### config.mk
export PLATFORM = sky130hd
export DESIGN_NAME = pc_unit_rs
export DESIGN_NICKNAME = d
export VERILOG_FILES = /design/src/rtl/pc_pkg.sv /design/src/rtl/ras_stack.sv /design/src/rtl/pc_unit_rs.sv
export SDC_FILE = /design/constraint.sdc
export NUM_CORES = 1
export LEC_CHECK = 0
export ABC_CLOCK_PERIOD_IN_PS = 5100
export CORE_UTILIZATION = 50
export CTS_CLUSTER_DIAMETER = 50
export DETAILED_ROUTE_END_ITERATION = 10
export PLACE_DENSITY = 0.69
export SETUP_SLACK_MARGIN = 0.2
export SYNTH_ARGS = -nofsm -noshare
export SYNTH_HDL_FRONTEND = slang
export SYNTH_SLANG_ARGS = --single-unit
### constraint.sdc
create_clock -name clk -period 5.1 [get_ports clk]
set_input_delay 1.53 -clock clk [delete_from_list [all_inputs] [get_ports clk]]
set_output_delay 1.53 -clock clk [all_outputs]
set_load 0.02 [all_outputs]
### src/rtl/pc_pkg.sv
// Shared types and default constants for the miniRISC program-counter unit.
package pc_pkg;

    localparam int unsigned DEF_ADDR_W    = 32;
    localparam int unsigned DEF_MAX_ADDR  = 1000;
    localparam int unsigned DEF_INC_STEP  = 1;
    localparam int unsigned DEF_RAS_DEPTH = 4;
    localparam logic [DEF_ADDR_W-1:0] DEF_RESET_ADDR = '1;

    typedef enum logic {
        PC_RUN,
        PC_HALTED
    } pc_state_t;

    typedef enum logic [2:0] {
        SRC_HOLD,
        SRC_SEQ,
        SRC_BR,
        SRC_CALL,
        SRC_RET
    } pc_src_t;

endpackage

### src/rtl/ras_stack.sv
// Return-address LIFO. Push on full and pop on empty are ignored.
// A simultaneous push and pop replaces the top entry.
module ras_stack #(
    parameter int unsigned DEPTH = 4,
    parameter int unsigned WIDTH = 32
) (
    input  logic                         clk,
    input  logic                         rst,
    input  logic                         push,
    input  logic                         pop,
    input  logic [WIDTH-1:0]             din,
    output logic [WIDTH-1:0]             top,
    output logic [$clog2(DEPTH+1)-1:0]   count,
    output logic                         full,
    output logic                         empty
);

    localparam int unsigned CW = $clog2(DEPTH + 1);
    localparam int unsigned IW = (DEPTH > 1) ? $clog2(DEPTH) : 1;

    logic [WIDTH-1:0] mem_q [DEPTH];
    logic [CW-1:0]    count_q, count_d;
    logic [IW-1:0]    top_idx, wr_idx;
    logic             wr_en;

    assign full    = (count_q == CW'(DEPTH));
    assign empty   = (count_q == '0);
    assign top_idx = IW'(count_q - CW'(1));
    assign count   = count_q;
    assign top     = empty ? '0 : mem_q[top_idx];

    always_comb begin
        count_d = count_q;
        wr_en   = 1'b0;
        wr_idx  = IW'(count_q);
        if (push && pop && !empty) begin
            wr_en  = 1'b1;
            wr_idx = top_idx;
        end else if (push && !full) begin
            wr_en   = 1'b1;
            count_d = count_q + CW'(1);
        end else if (pop && !empty) begin
            count_d = count_q - CW'(1);
        end
    end

    always_ff @(posedge clk) begin
        if (rst) begin
            count_q <= '0;
        end else begin
            count_q <= count_d;
        end
    end

    // Contents are don't-care after reset, so the array carries no reset.
    always_ff @(posedge clk) begin
        if (wr_en) begin
            mem_q[wr_idx] <= din;
        end
    end

endmodule

### src/rtl/pc_unit_rs.sv
// Program-counter unit: next-address select, return-address stack,
// halt/resume control and upper-bound clamping of the fetch address.
module pc_unit_rs
    import pc_pkg::*;
#(
    parameter int unsigned       ADDR_W     = DEF_ADDR_W,
    parameter logic [ADDR_W-1:0] RESET_ADDR = {ADDR_W{DEF_RESET_ADDR[0]}},
    parameter logic [ADDR_W-1:0] MAX_ADDR   = ADDR_W'(DEF_MAX_ADDR),
    parameter int unsigned       INC_STEP   = DEF_INC_STEP,
    parameter int unsigned       RAS_DEPTH  = DEF_RAS_DEPTH
) (
    input  logic                           clk,
    input  logic                           rst,
    input  logic                           stall,
    input  logic                           branch_en,
    input  logic                           call_en,
    input  logic                           ret_en,
    input  logic [ADDR_W-1:0]              branch_target,
    input  logic                           halt_req,
    input  logic                           resume,
    output logic [ADDR_W-1:0]              pc,
    output logic                           halted,
    output logic [$clog2(RAS_DEPTH+1)-1:0] ras_count,
    output logic                           ras_overflow,
    output logic                           ras_underflow
);

    localparam int unsigned CW = $clog2(RAS_DEPTH + 1);

    pc_state_t         state_q;
    pc_src_t           src;
    logic [ADDR_W-1:0] pc_q, pc_d, nxt, seq_addr, ras_top;
    logic              halted_q, ovf_q, unf_q, ovf_d, unf_d;
    logic              active, ras_push, ras_pop, ras_full, ras_empty;
    logic [CW-1:0]     ras_cnt;

    assign active   = (state_q == PC_RUN) && !halt_req && !stall;
    assign seq_addr = pc_q + ADDR_W'(INC_STEP);

    always_comb begin
        src = SRC_HOLD;
        if (active) begin
            if (ret_en) begin
                src = SRC_RET;
            end else if (call_en) begin
                src = SRC_CALL;
            end else if (branch_en) begin
                src = SRC_BR;
            end else begin
                src = SRC_SEQ;
            end
        end
    end

    always_comb begin
        nxt = pc_q;
        unique case (src)
            SRC_HOLD: nxt = pc_q;
            SRC_SEQ:  nxt = seq_addr;
            SRC_BR:   nxt = branch_target;
            SRC_CALL: nxt = branch_target;
            SRC_RET:  nxt = ras_empty ? seq_addr : ras_top;
            default:  nxt = pc_q;
        endcase
        // A held pc bypasses the clamp so RESET_ADDR survives a stall or halt.
        if (src == SRC_HOLD) begin
            pc_d = pc_q;
        end else begin
            pc_d = (nxt > MAX_ADDR) ? MAX_ADDR : nxt;
        end
    end

    assign ras_push = (src == SRC_CALL);
    assign ras_pop  = (src == SRC_RET);
    assign ovf_d    = (src == SRC_CALL) && ras_full;
    assign unf_d    = (src == SRC_RET) && ras_empty;

    ras_stack #(
        .DEPTH (RAS_DEPTH),
        .WIDTH (ADDR_W)
    ) u_ras (
        .clk   (clk),
        .rst   (rst),
        .push  (ras_push),
        .pop   (ras_pop),
        .din   (seq_addr),
        .top   (ras_top),
        .count (ras_cnt),
        .full  (ras_full),
        .empty (ras_empty)
    );

    always_ff @(posedge clk) begin
        if (rst) begin
            state_q  <= PC_RUN;
            pc_q     <= RESET_ADDR;
            halted_q <= 1'b0;
            ovf_q    <= 1'b0;
            unf_q    <= 1'b0;
        end else begin
            pc_q  <= pc_d;
            ovf_q <= ovf_d;
            unf_q <= unf_d;
            unique case (state_q)
                PC_RUN: begin
                    if (halt_req) begin
                        state_q  <= PC_HALTED;
                        halted_q <= 1'b1;
                    end
                end
                PC_HALTED: begin
                    if (resume && !halt_req) begin
                        state_q  <= PC_RUN;
                        halted_q <= 1'b0;
                    end
                end
                default: begin
                    state_q  <= PC_RUN;
                    halted_q <= 1'b0;
                end
            endcase
        end
    end

    assign pc            = pc_q;
    assign halted        = halted_q;
    assign ras_count     = ras_cnt;
    assign ras_overflow  = ovf_q;
    assign ras_underflow = unf_q;

endmodule
==> run_results.csv, run 1 <==
group,metric,value,unit
worst_setup_path,cp.required,5.41,ns
finish,drive_gt1_share,11.8,%
timing,setup-violations-final,0,
timing,fin_skew,0.00997,ns
global_routing,grt_use_total,24.4,%
worst_setup_path,r2r-end,"pc[1]$_SDFFE_PP1P_",
finish,multi_input_area,2440,um^2
placed_design,io_buffers,77,
global_routing,antenna_found_initial,0,
clock_tree,cts_hold_buf,0,
global_routing,grt_overflow,0,
synth,ys_seq_area_share,63.9,%
synth,yosysTopAreaCell,"edfxtp_1",
synth,synth_ff_type,"edfxtp_1",
worst_setup_path,critPathLaunch,"halt_req",
timing,worst_slew_pin_slew,1.19,ns
detailed_routing,totalWireLength,17000,um
timing,period_share,79.3,%
finish,num-nets-final,667,
detailed_routing,drt_iter0_markers,428,
power,p_sw,0.811,mW
timing,max_freq,247,MHz
placed_design,gp_congestion,0.916,
hold_path,hold_path_depth,2,
finish,diodes,0,
worst_setup_path,cp_max_fo,10,
synth,yosys-top-cells-area,"edfxtp_1, dfxtp_1, mux4_2",
die,core_area,14000,um^2
placed_design,dpl.hpwl,11900,um
finish,post-route-util,63.1,%
detailed_routing,viasPerCell,6.01,
worst_setup_path,worstSetupPathType,"primary input to flip-flop",
die,die_y,122,um
clock_tree,ctsResizeCount,0,
power,totalPowerFinal,3.28,mW
job,drv_cap,0,
clock_tree,htree_levels,4,
clock_tree,post-cts-setup-buffer-count,0,
detailed_routing,num_vias,4901,
clock_tree,cts_max_path_buffers,2,
hold_path,min_from,"halted$_SDFFE_PP0P_",
power,pwr-share-clk,40.3,%
power,max-vdd-ir-drop,277,uV
global_routing,grt_max_degree,35,
die,die_x,122,um
hold_path,min_to,"halted$_SDFFE_PP0P_",
die,ios,78,
clock_tree,numClockSinks,167,
clock_tree,worstSkewPairLatency,0.43,ns
synth,yosys_warnings,0,
finish,final_area,8820,um^2
die,dieArea,15000,um^2
die,placementRows,43,
timing,period_minus_slack,4.04,ns
synth,async_flop_share,0,%
global_routing,grt_pass1_wl,26600,um
worst_setup_path,crit_arrival,4.35,ns
timing,relSlewSlack,20.4,%
synth,synth_edf_count,128,
clock_tree,cts_buffers,17,
power,pwr-share-seq,48.1,%
hold_path,hold_class,"flip-flop to flip-flop",
worst_setup_path,start_kind,"primary input",
timing,slew_viol_final,0,
finish,area_growth,21.9,%
synth,syn_nets,593,
timing,holdWs,0.544,ns
synth,netlist_area,7240,um^2
power,p_leak,2.92,nW
detailed_routing,drtAntennaViolNets,0,
placed_design,dpl_cell_area,8210,um^2
clock_tree,cts_root_buffer,"clkbuf_16",
worst_setup_path,reg2reg_slack,1.57,ns
timing,tns,0,ns
global_routing,grt_pass1_vias,4848,
synth,synth_cell_types,64,
finish,nFillCells,1084,
synth,syn_area_per_cell,13.2,um^2
worst_setup_path,critPathCaptureType,"flip-flop",
timing,rsz0062_at_grt,"false",
synth,yosys.area.top_type_share,53.1,%
detailed_routing,wl_per_cell,20.9,um
worst_setup_path,r2r-start,"u_ras.count[1]$_SDFFE_PP0P_",
timing,hold_viol,0,
detailed_routing,drc,0,
power,netSwitchingFraction,24.8,%
detailed_routing,first_pass_iters,5,
power,power_density,371,nW/um^2
clock_tree,clkTransAtPathRegs,0.06,ns
status,status,"complete, no violations",
worst_setup_path,r2r_cells,10,
finish,layout.area.seq,4620,um^2
synth,syn_inst,549,
power,combPwrFrac,11.6,%
power,internal-power,2.46,mW
synth,synth_seq_cells,167,
clock_tree,cts_tree,"done",
die,initial_core_util,51.7,%
-- cell families (layout without fill, tap and decap cells) --
kind of cell / after synthesis / in the layout / share of synthesized area (%)
and+or+nand+nor: 207 / 207 / 16.7
buffers and inverters: 43 / 130 / 2.61
muxes: 14 / 14 / 3.84
AOI/OAI and AO/OA: 80 / 80 / 8.18
adders and majority gates: 4 / 4 / 0.692
DFF: 167 / 167 / 63.9
xor gates and xnor gates: 34 / 34 / 4.12
-- routing by layer --
layer  vias to the layer above  global-route usage (%)  routed length (um)
li1                       2280                       -                   -
met1                      2418                    34.0                7590
met2                       175                    36.9                8010
met3                        28                    5.76                1060
met4                         0                    9.98                 380
met5                         -                       0                   0
-- synthesized netlist by cell type (all sizes together), types with 3 or more instances --
cell and number:
buf 19, dfxtp 39, or4 5, a222oi 3, edfxtp 128, nor2 28
a221o 4, ha 4, clkbuf 16, nor4 25, a211oi 3, mux2i 3
o21ai 9, a22oi 7, and4 5, o41ai 3, nand3b 5, a21oi 13
or3 5, xnor2 23, nand2b 3, inv 8, nor4b 6, mux4 11
and3 9, a21o 23, xor2 11, nand3 28, nand4 13, nor3 27
nand2 38
-- power groups by stage --
stage | logic, mW | registers (mW) | clock network (mW)
floorplan | 0.230 | 1.60 | 0
global placement | 0.367 | 1.60 | 0
detailed placement | 0.375 | 1.60 | 0
CTS | 0.377 | 1.57 | 1.34
global route | 0.410 | 1.58 | 1.39
finish | 0.379 | 1.57 | 1.32
-- worst max-delay path by stage --
stage                                        to  depth (start not counted)
finish                       pc[1]$_SDFFE_PP1P_                         10
global route                 pc[1]$_SDFFE_PP1P_                         10
CTS                          pc[1]$_SDFFE_PP1P_                         10
detailed placement           pc[1]$_SDFFE_PP1P_                         10
global placement             pc[2]$_SDFFE_PP1P_                         10
floorplan           u_ras.mem_q[2][0]$_DFFE_PP_                          4
-- critical path, stage by stage --
cell and delay, ns:
clkdlybuf4s50_1 0.48, or3_1 0.48, buf_4 0.22, nor3_4 0.39
a222oi_1 0.13, o21ai_0 0.15, nand2_1 0.11, nor4b_2 0.33
a22oi_2 0.18, a221o_1 0.35
-- sequential cells by signal (all words and copies together) (netlist names) --
register	cells
pc	32
ras_underflow	1
halted	1
ras_overflow	1
u_ras.count	3
u_ras.mem_q	128
state_q	1
-- layout make-up --
type	count	area share (%)
tap	180	2.55
clock inverter	15	2.13
sequential	167	52.4
timing repair buffer	90	10.1
clock buffer	17	4.82
multi-input combinational	339	27.6
inverter	8	0.340
-- layout by cell type, fill, tap and decap left out, types with 4 or more instances in the layout --
cell type and count:
o21ai_0 5, or4_1 4, a22oi_1 6, clkbuf_16 17
mux4_2 11, ha_1 4, nand3_1 28, nand3b_1 5
dfxtp_1 39, and3_1 9, a21o_1 23, inv_1 8
xor2_1 11, or3_1 5, nor4_1 22, edfxtp_1 128
nor3_2 4, nor3_1 22, xnor2_1 23, nor4b_1 5
a21oi_1 13, clkdlybuf4s50_1 77, nand2_1 38, nor2_1 26
a221o_1 4, nand4_1 11, and4_1 5, buf_4 11
inv_6 6
-- stage by stage --
stage,instances,worst slack (ns)
floorplan,549,0.362
global placement,784,0.776
detailed placement,784,0.659
CTS,816,1.10
global route,816,0.860
finish,816,1.06
No activity file was read; power rests on OpenSTA's default activity.
==> inputs of run 2 (changes only) <==
Settings changed: ABC_CLOCK_PERIOD_IN_PS 5100 to 3600, PLACE_DENSITY 0.69 to 0.72.
Clock period 5.1 ns to 3.6 ns, I/O delays scaled along.
==> run 2 against run 1 <==
Compared with the run above:
- global-route usage rose by 1.2 points
- worst setup slack worse by 0.75 ns
- clock-buffer cell count rose by 1
- combinational power increased by 55%
- clock power is 39% higher
- utilization up 2.4 points
- largest cell class unchanged
- non-clock buffer count grew 30
- via count increased by 4.0%
- register-to-register slack worse by 1.2 ns
- sequential share of layout area fell by 1.9 points
==> run_results.csv, run 2 (synthesis results as in run 1) <==
group,metric,value,unit
status,status,"complete, no violations",
timing,setup-violations-final,0,
detailed_routing,viasPerCell,6.03,
clock_tree,clkTransAtPathRegs,0.06,ns
die,initial_core_util,51.7,%
power,totalPowerFinal,4.65,mW
timing,period_minus_slack,3.30,ns
worst_setup_path,worstSetupPathType,"primary input to flip-flop",
clock_tree,post-cts-setup-buffer-count,0,
global_routing,grt_max_degree,35,
clock_tree,cts_hold_buf,0,
clock_tree,cts_buffers,17,
worst_setup_path,cp_max_fo,5,
detailed_routing,wl_per_cell,21.3,um
global_routing,grt_use_total,25.7,%
timing,holdWs,0.556,ns
worst_setup_path,reg2reg_slack,0.37,ns
worst_setup_path,crit_arrival,3.65,ns
global_routing,grt_overflow,0,
clock_tree,cts_tree,"done",
timing,worst_slew_pin_slew,0.735,ns
hold_path,hold_class,"flip-flop to flip-flop",
timing,relSlewSlack,50.8,%
detailed_routing,drtAntennaViolNets,0,
finish,num-nets-final,697,
finish,post-route-util,65.4,%
worst_setup_path,cp.required,3.96,ns
timing,period_share,91.6,%
finish,largest_reg_flops,128,
finish,area_growth,26.5,%
power,p_leak,3.16,nW
detailed_routing,drc,0,
detailed_routing,drt_iter0_markers,347,
die,die_y,122,um
clock_tree,numClockSinks,167,
timing,max_freq,303,MHz
die,dieArea,15000,um^2
clock_tree,cts_root_buffer,"clkbuf_16",
die,ios,78,
detailed_routing,totalWireLength,18000,um
finish,top_register,"u_ras.mem_q",
global_routing,grt_pass1_wl,27900,um
clock_tree,worstSkewPairLatency,0.42,ns
finish,diodes,0,
die,core_area,14000,um^2
clock_tree,cts_max_path_buffers,2,
power,max-vdd-ir-drop,415,uV
placed_design,io_buffers,77,
clock_tree,htree_levels,4,
worst_setup_path,start_kind,"primary input",
timing,rsz0062_at_grt,"false",
timing,slew_viol_final,0,
placed_design,dpl.hpwl,12700,um
die,die_x,122,um
clock_tree,ctsResizeCount,0,
detailed_routing,num_vias,5098,
timing,hold_viol,0,
placed_design,gp_congestion,0.933,
worst_setup_path,critPathCaptureType,"flip-flop",
die,placementRows,43,
power,power_density,508,nW/um^2
finish,final_cell_mix,"edfxtp_1, clkdlybuf4s50_1, buf_4",
global_routing,antenna_found_initial,0,
detailed_routing,first_pass_iters,7,
job,drv_cap,0,
global_routing,grt_pass1_vias,5007,
timing,fin_skew,0.00945,ns
finish,final_common_cell,"edfxtp_1",
finish,drive_gt1_share,17.0,%
run 2: cell count changes in the layout (fill, tap and decap cells not counted), sizes merged:
cell and change:
inv -3, clkdlybuf4s50 -9, buf +30, dlymetal6s2s +9, clkbuf +1, clkinv +2
run 2: path summary, 6_finish.rpt:
| check | depth (start not counted) | endpoint | start |
|---|---|---|---|
| setup reg to reg | 10 | pc[1]$_SDFFE_PP1P_ | u_ras.count[1]$_SDFFE_PP0P_ |
| hold reg to reg | 2 | u_ras.count[1]$_SDFFE_PP0P_ | u_ras.count[1]$_SDFFE_PP0P_ |
| hold / removal | 2 | u_ras.count[1]$_SDFFE_PP0P_ | u_ras.count[1]$_SDFFE_PP0P_ |
| setup / recovery | 8 | pc[1]$_SDFFE_PP1P_ | branch_target[24] |
run 2: where the power goes:
part	switching (mW)	internal [mW]	leakage (nW)
logic	0.343	0.244	1.41
registers	0.0578	2.16	1.46
clock network	0.740	1.10	0.294
total	1.14	3.50	3.16
run 2: metrics by stage:
step,instance area (um^2),setup TNS (ns),cells,setup slack [ns]
after floorplan,7250,0,549,0.0721
final,9150,0,846,0.303
after global routing,9150,0,846,0.204
after global placement,8470,-1.14,814,-0.165
after detailed placement,8470,-1.56,814,-0.220
after CTS,9070,0,846,0.216
run 2: metal layers:
metal | routed length [um] | vias up | track usage (%)
met4 | 373 | 0 | 9.53
met5 | 0 | - | 0
li1 | - | 2333 | -
met1 | 7880 | 2530 | 35.0
met2 | 8590 | 205 | 40.4
met3 | 1190 | 30 | 5.58
run 2: area by class of cell:
cell class                      count  area [um^2]
Fill cell                        1054         4840
Tap cell                          180          225
Clock buffer                       18          429
Timing Repair Buffer              120         1170
Sequential cell                   167         4630
Inverter                            8         30.0
Multi-Input combinational cell    339         2500
Clock inverter                     14          171
run 2: critical path, cell delays in order:
cell and delay [ns]:
clkdlybuf4s50_1 0.39, or4_1 0.54, o41ai_2 0.29, o21ai_1 0.15
o41ai_2 0.48, nand4_1 0.23, a22oi_2 0.30, a221o_1 0.20
==> patch: new RTL, settings of run 2 <==
Change the package constant `DEF_ADDR_W` from 32 to 64.
--- a/src/rtl/pc_pkg.sv
+++ b/src/rtl/pc_pkg.sv
@@ -1,7 +1,7 @@
 // Shared types and default constants for the miniRISC program-counter unit.
 package pc_pkg;
 
-    localparam int unsigned DEF_ADDR_W    = 32;
+    localparam int unsigned DEF_ADDR_W    = 64;
     localparam int unsigned DEF_MAX_ADDR  = 1000;
     localparam int unsigned DEF_INC_STEP  = 1;
     localparam int unsigned DEF_RAS_DEPTH = 4;
Ports: changed (resized branch_target and pc); port bits go from 78 to 142. No check against the original RTL was run, so the function may have changed too.
==> patch against run 2 <==
- final area grew 94%
- sequential cell count rose by 160
- die area grew 89%
- fmax is 0.50% higher
- utilization rose by 0.36 points
- synthesized cell count is 92% higher
- setup slack gained 0.016 ns
- sequential share of layout area up 0.87 points
- wire length increased by 110%
- register-to-register slack got worse by 0.04 ns
- non-clock buffer count grew 172
- total power grew 93%
- area after synthesis is 90% higher
- critical path type unchanged
- largest power group unchanged
==> patch: results (changes against run 2) <==
mux contribution to synthesized area=2.18% (-1.7 points); hold depth=2 (unchanged); # fillers=1954 (+85%); CTS Buf Count=35 (+18); TritonRoute pass-1 iters=5 (-2); type of the tightest min-delay check=flip-flop to flip-flop; Post-Synth Adder-Cell Area=0.364% (-0.33 points); Post-synth EDFFs=256 (+100%); DR WL/cell=22.8 um (+7.1%); Via density=6.03 (+0.10%); vias in the first global route=9677 (+93%); Post-Route Utilization=65.8% (+0.36 points); Final nets=1390 (+99%); crit-path max cell delay=0.45 ns (-0.09 ns); VDD IR-drop max=0.362 mV (-13%); clock tree buffer depth=3 (+1); post-synthesis sequential area ratio=66.2% (+2.3 points); drc violations=0 (unchanged); # port buffers=141 (+83%); WP data arrival=3.68 ns (+0.03 ns); Synth Area in Compound Gates=7.13% (-1.1 points); largest register by flop count=u_ras.mem_q; Synth top cells by count=edfxtp_1 (256), nand2_1 (105), dfxtp_1 (71); Slowest cell on crit path=clkdlybuf4s50_1; Inserted Diodes=0 (unchanged); largest net degree at the start of global routing=65 (+86%); asr flop ratio synth=0% (unchanged); Post-Syn Nets=1128 (+90%); Synth Area in XOR/XNOR=4.33% (+0.21 points); HPWL after detailed placement=27800 um (+120%); first-pass GRT wire length=58000 um (+110%); worst skew pair latency=0.52 ns (+0.10 ns); Worst Reg2Reg Path Length in Cells=12 (+2); worst-path fanout max=6 (+1); status=completed; CTS H-tree lvls=2 (-2); root buf cell=clkbuf_16; initial DRC count=1052 (+200%); antenna violations before repair=0 (unchanged); gr usage total=27.5% (+1.8 points); synth unique cells=75 (+17%); layout cells sized above 1=19.6% (+2.6 points); max reg flops=256 (+100%); leakage power=6.11 nW (+93%); gpl congestion=0.943 (+1.0%); worst-case clock skew=0.0177 ns (+0.00820 ns); Rel. slew slack=50.2% (-0.65 points); largest cells by area after synthesis=edfxtp_1 (56%), dfxtp_1 (10%), nor4_1 (2.9%)
-- patch: routing by layer --
layer  share of wire (%)  GRT usage, %  up-vias
met5                   0             0        -
met4                 3.2          9.73        0
met3                 9.1          5.05       80
met2                  47          43.7      523
met1                  41          38.0     4930
li1                    -             -     4601
-- patch: cell families (layout without fill, tap and decap cells) --
logic type	after synthesis	after routing
adders and majority gates	4	4
buffers and inverters	76	363
and+or+nand+nor	422	422
muxes	15	15
AOI/OAI and AO/OA	140	140
xor gates and xnor gates	68	68
DFF	327	327
-- patch: area by class of cell --
| class | instances | area share [%] |
|---|---|---|
| repair buffers | 292 | 14.8 |
| well taps | 341 | 2.41 |
| inverters | 9 | 0.198 |
| multi-input cells | 649 | 24.7 |
| clock inverters | 14 | 1.19 |
| flip-flops and latches | 327 | 51.4 |
| clock buffers | 48 | 5.21 |
-- patch: report_power, final --
| group | internal (W) | total [W] | leakage [nW] | switching (W) |
|---|---|---|---|---|
| Combinational | 0.000482 | 0.00113 | 2.72 | 0.000653 |
| Sequential | 0.00419 | 0.00427 | 2.84 | 0.0000791 |
| Clock | 0.00211 | 0.00354 | 0.548 | 0.00143 |
| Total | 0.00679 | 0.00895 | 6.11 | 0.00216 |
-- patch: through the flow --
stage               setup slack (ns)  std cells  instance area, um2  setup TNS (ns)
finish                         0.319       1680               17700               0
global route                   0.189       1680               17700               0
CTS                            0.205       1673               17600               0
detailed placement            -0.188       1610               16400           -1.28
global placement              -0.112       1610               16400          -0.480
floorplan                     -0.282       1052               13800          -66.51
-- patch: path summary, 6_finish.rpt --
| kind | startpoint | slack [ns] | endpoint |
|---|---|---|---|
| worst max-delay path | ret_en | 0.32 | pc[5] |
| worst min-delay path | pc[13] | 0.50 | pc[13] |
| worst max register to register | pc[2] | 0.33 | pc[5] |
| worst min register to register | pc[13] | 0.50 | pc[13] |
-- patch: timing repair --
item | 4_1_cts | 5_1_grt
endpoints found under the hold margin | 0 | 0
buffers inserted | 1 | 7
gates resized for setup | 4 | 21
setup endpoints to repair | 10 | 10
pin swaps | 1 | 5
cloned | 0 | 0
-- patch: critical path, delay by kind of cell --
family / cells / cell delay, ns
AO/OA/AOI/OAI: 5 / 1.19
AND/OR/NAND/NOR: 4 / 0.96
buffers and inverters: 1 / 0.45
